==> src/rtl/mux.sv <==
// Registered 2:1 operand selector with a valid flag and a source-switch pulse.
// Downstream stages use y_valid and sw to tell freshly captured data from held data.
module mux #(
    parameter int               WIDTH   = 32,
    parameter logic [WIDTH-1:0] RST_VAL = '0
) (
    input  logic             clk,
    input  logic             rst,
    input  logic             sel,
    input  logic             en,
    output logic [WIDTH-1:0] y,
    input  logic [WIDTH-1:0] d0,
    input  logic [WIDTH-1:0] d1,
    output logic             y_valid,
    output logic             sel_q,
    output logic             sw
);

    logic [WIDTH-1:0] y_p1;
    logic             vld_p1;
    logic             sel_p1;
    logic             sw_p1;

    // Stage p1: capture register; hold keeps data and select, but sw lasts only one cycle
    always_ff @(posedge clk) begin
        if (rst) begin
            y_p1   <= RST_VAL;
            vld_p1 <= 1'b0;
            sel_p1 <= 1'b0;
            sw_p1  <= 1'b0;
        end else if (en) begin
            y_p1   <= sel ? d1 : d0;
            sel_p1 <= sel;
            vld_p1 <= 1'b1;
            sw_p1  <= vld_p1 && (sel != sel_p1);
        end else begin
            sw_p1  <= 1'b0;
        end
    end

    assign y       = y_p1;
    assign y_valid = vld_p1;
    assign sel_q   = sel_p1;
    assign sw      = sw_p1;

endmodule

==> config.mk <==
export PLATFORM = sky130hd
export DESIGN_NAME = mux
export DESIGN_NICKNAME = d
export VERILOG_FILES = /design/src/rtl/mux.sv
export SDC_FILE = /design/constraint.sdc
export NUM_CORES = 1
export LEC_CHECK = 0
export BUFFER_PORTS_ARGS = -buffer_cell sky130_fd_sc_hd__buf_4
export CAP_MARGIN = 20
export CORE_UTILIZATION = 44
export CTS_CLUSTER_DIAMETER = 30
export DETAILED_ROUTE_END_ITERATION = 12
export GPL_ROUTABILITY_DRIVEN = 0
export HOLD_SLACK_MARGIN = 0.08
export PLACE_DENSITY = 0.9
export SLEW_MARGIN = 20
export SYNTH_ARGS = -nofsm -noshare
export SYNTH_HDL_FRONTEND = slang
export SYNTH_SLANG_ARGS = --single-unit
==> constraint.sdc <==
create_clock -name clk -period 1.52 [get_ports clk]
set_clock_uncertainty 0.1 [all_clocks]
set_input_delay 0.304 -clock clk [delete_from_list [all_inputs] [get_ports clk]]
set_output_delay 0.304 -clock clk [all_outputs]
set_load 0.005 [all_outputs]
### Word-level counts from Yosys, hierarchy flattened

Cells that the tools add are included.

* equality and inequality tests: 1
* mux-type cells: 1
* bitwise gates (word level): 1
* reduce and logical (&&, ||, !) cells: 2

Operator list (number)
* 2-to-1 mux 32 bit: 1
* OR reduction 2 bit: 1
* logical AND 1 bit: 1
* inequality test 1 bit: 1
* inverter 1 bit: 1

* register bits: 35
* input bits: 68
* output and inout port bits: 35
* logic and storage cells: 9

### Depth between registers and ports, before layout

* word-level depth: 2
* gate-level depth with buffers: 4
* gate-level depth less buffers: 2

### Least setup slack after synthesis

No wires, ideal clock.

* kind: input to register
* start: input port rst
* end: register sel_p1, in the netlist sel_q
* library setup time: 0.128 ns
* arrival time: 0.872 ns
* required time: 1.292 ns
* path slack: 0.420 ns
* stages: 3
* buffers on the path: 2
* cells stage by stage: clkbuf_1 > clkbuf_1 > nor2_1

RTL lines
* start, declared: line 8 `input logic rst,`
* end signal, assigned: line 33 `sel_p1 <= sel;`
* end, declared: line 21 `logic sel_p1;`

No word-level cell between the ends.

### Worst setup path after layout

* start: register sel_p1, in the netlist sel_q
* end: output port sel_q

RTL lines
* end, declared: line 15 `output logic sel_q,`

No word-level cell between the ends.

==> reports/results.ini <==
[run_status]
status=finished clean

[route]
drtIter0Drc=56
vias=1465
wl_per_cell_um=12.10
route.detailed.drc=0
drt_wl_total_um=3594
firstDrtPassIters=6
antenna_left=0
vias_per_cell=4.933

[worst_setup_path]
crit_cells=1
cp_slowest_cell=dfxtp_1
crit_start=sel_q$_SDFFE_PP0P_
r2r_slack_ps=720
path_delay_family=flip-flops
r2r_cells=2
arrival_ps=830
critPathBufInv=1
cp_max_fo=3
r2r-end=y[16]$_SDFFE_PP0P_
start_kind=flop
endpoint=sel_q
path_cells=buf_4
critical_path_class=reg -> out
cp-end-kind=output pin
cpPeakStageDelay_ps=380
cp.required_ps=1120
r2r_start=y[16]$_SDFFE_PP0P_

[place]
place_area_mm2=0.002303
pre_cts_slack_ps=280.7
port_buffers=102
dpl.cell_count=289
post-dp-hpwl_um=2654

[synthesis]
yosysTopAreaCell=dfxtp_1
ys_ff_latch=35
synth_top_area_share=0.4553
yosysWarnings=0
syn_inst=153
synth_cell_type_count=11
syn_nets=221
netlist_area_mm2=0.001539
synth_top_cells_by_area=dfxtp_1, mux2i_1, a211oi_1
syn_area_per_cell_um2=10.06
synth.yosys.seq_area_share=0.4553

[floorplanning]
rows=21
initial_core_util=0.4612
coreArea_mm2=0.003337
die_w_um=61.14
io_pins=103
die_area_mm2=0.003738
die_h_um=61.14

[cts]
cts.sinks=35
cts_max_path_buffers=2
cts_setup_buffers=0
root_buffer=clkbuf_4
cts_hold_buf=0
cts_resized=0
path_clk_slew_ps=110
cts_max_level=2
cts_buffers=5
cts_tree=done
worstSkewPairLatency_ps=320

[power_and_ir_drop]
p_leak_nw=1.168
ir_drop_uv=780.2
power_mw=2.151
p_per_area_mw_per_mm2=900.2

[grt]
grt_pass1_wl_um=5181
grt_pass1_vias=1241
grt_max_degree=36
track_usage=0.1891
antenna_found_initial=0
grt_overflow=0

[final_layout]
fin_util=0.7162
final_cell_mix=buf_4, nor2_1, dfxtp_1
drive_above_1_share=0.4502
fin_area_mm2=0.002390
layout_commonest_cell=buf_4
n_antenna_cell=0
fin_nets=318
final_cells=297
area_growth_pct=55.28
fillers=265

[timing]
setup_ws_ps=282.0
hold_viol=0
max_freq_mhz=807.8
grt_setup_unrepaired=no
fin_tns_setup_ps=0
slew_headroom=0.7569
holdWs_ps=205.1
worst_slew_pin_slew_ps=364.7
drv_slew=0
period_share=0.8145
fin_crit_ps=1238
finalSetupViolations=0

[worst_hold_path]
min_from=d0[15]
hold_class=in -> reg

[flow_run]
maxCapViolCount=0

==> cell type report <==
| cell class | instances | area (um^2) | area share |
|---|---|---|---|
| clock buffers | 6 | 51.30 | 0.02147 |
| multi-input cells | 103 | 719.4 | 0.3010 |
| repair buffers | 105 | 825.8 | 0.3456 |
| clock inverters | 2 | 35.03 | 0.01466 |
| well taps | 46 | 57.56 | 0.02408 |
| flip-flops and latches | 35 | 700.7 | 0.2932 |
==> worst min path at each step <==
stage	endpoint	slack, ps	cells after the start
after CTS	y[15]$_SDFFE_PP0P_	200	3
after global routing	y[17]$_SDFFE_PP0P_	190	3
after floorplan	sw$_SDFF_PP0_	350	2
after detailed placement	sw$_SDFF_PP0_	360	2
final	y[15]$_SDFFE_PP0P_	210	3
after global placement	sw$_SDFF_PP0_	350	2
==> report_power, final <==
group	total (mW)	internal [mW]	leakage (nW)	switching, mW
combinational	0.447	0.279	0.829	0.167
sequential	1.02	0.984	0.291	0.0350
clock	0.686	0.389	0.0482	0.297
==> flip-flops by register name, indices dropped and copies added, names as in the netlist <==
name / count
sel_q: 1
sw: 1
y_valid: 1
y: 32
==> cell families (layout without fill, tap and decap cells) <==
kind of cell / after synthesis / after routing / share of synthesized area
and+or+nand+nor: 37 / 37 / 0.09105
muxes: 33 / 33 / 0.2146
DFF: 35 / 35 / 0.4553
buffers and inverters: 15 / 113 / 0.07723
AOI/OAI and AO/OA: 32 / 32 / 0.1561
xor gates and xnor gates: 1 / 1 / 0.005692
==> synthesized netlist by cell type <==
| master | instances |
|---|---|
| nor2_1 | 35 |
| buf_2 | 5 |
| a211oi_1 | 32 |
| clkbuf_1 | 6 |
| mux2i_1 | 33 |
| nor3_1 | 1 |
| buf_12 | 3 |
| buf_6 | 1 |
| nand2_1 | 1 |
| xnor2_1 | 1 |
| dfxtp_1 | 35 |
==> layer usage <==
| metal | track usage | share of wire | vias up |
|---|---|---|---|
| met5 | 0 | 0 | - |
| met4 | 0.08766 | 0.018 | 0 |
| met3 | 0.06513 | 0.071 | 9 |
| met2 | 0.3214 | 0.52 | 54 |
| met1 | 0.2127 | 0.39 | 658 |
| li1 | - | - | 744 |
Power figures use the tool's default switching activity.
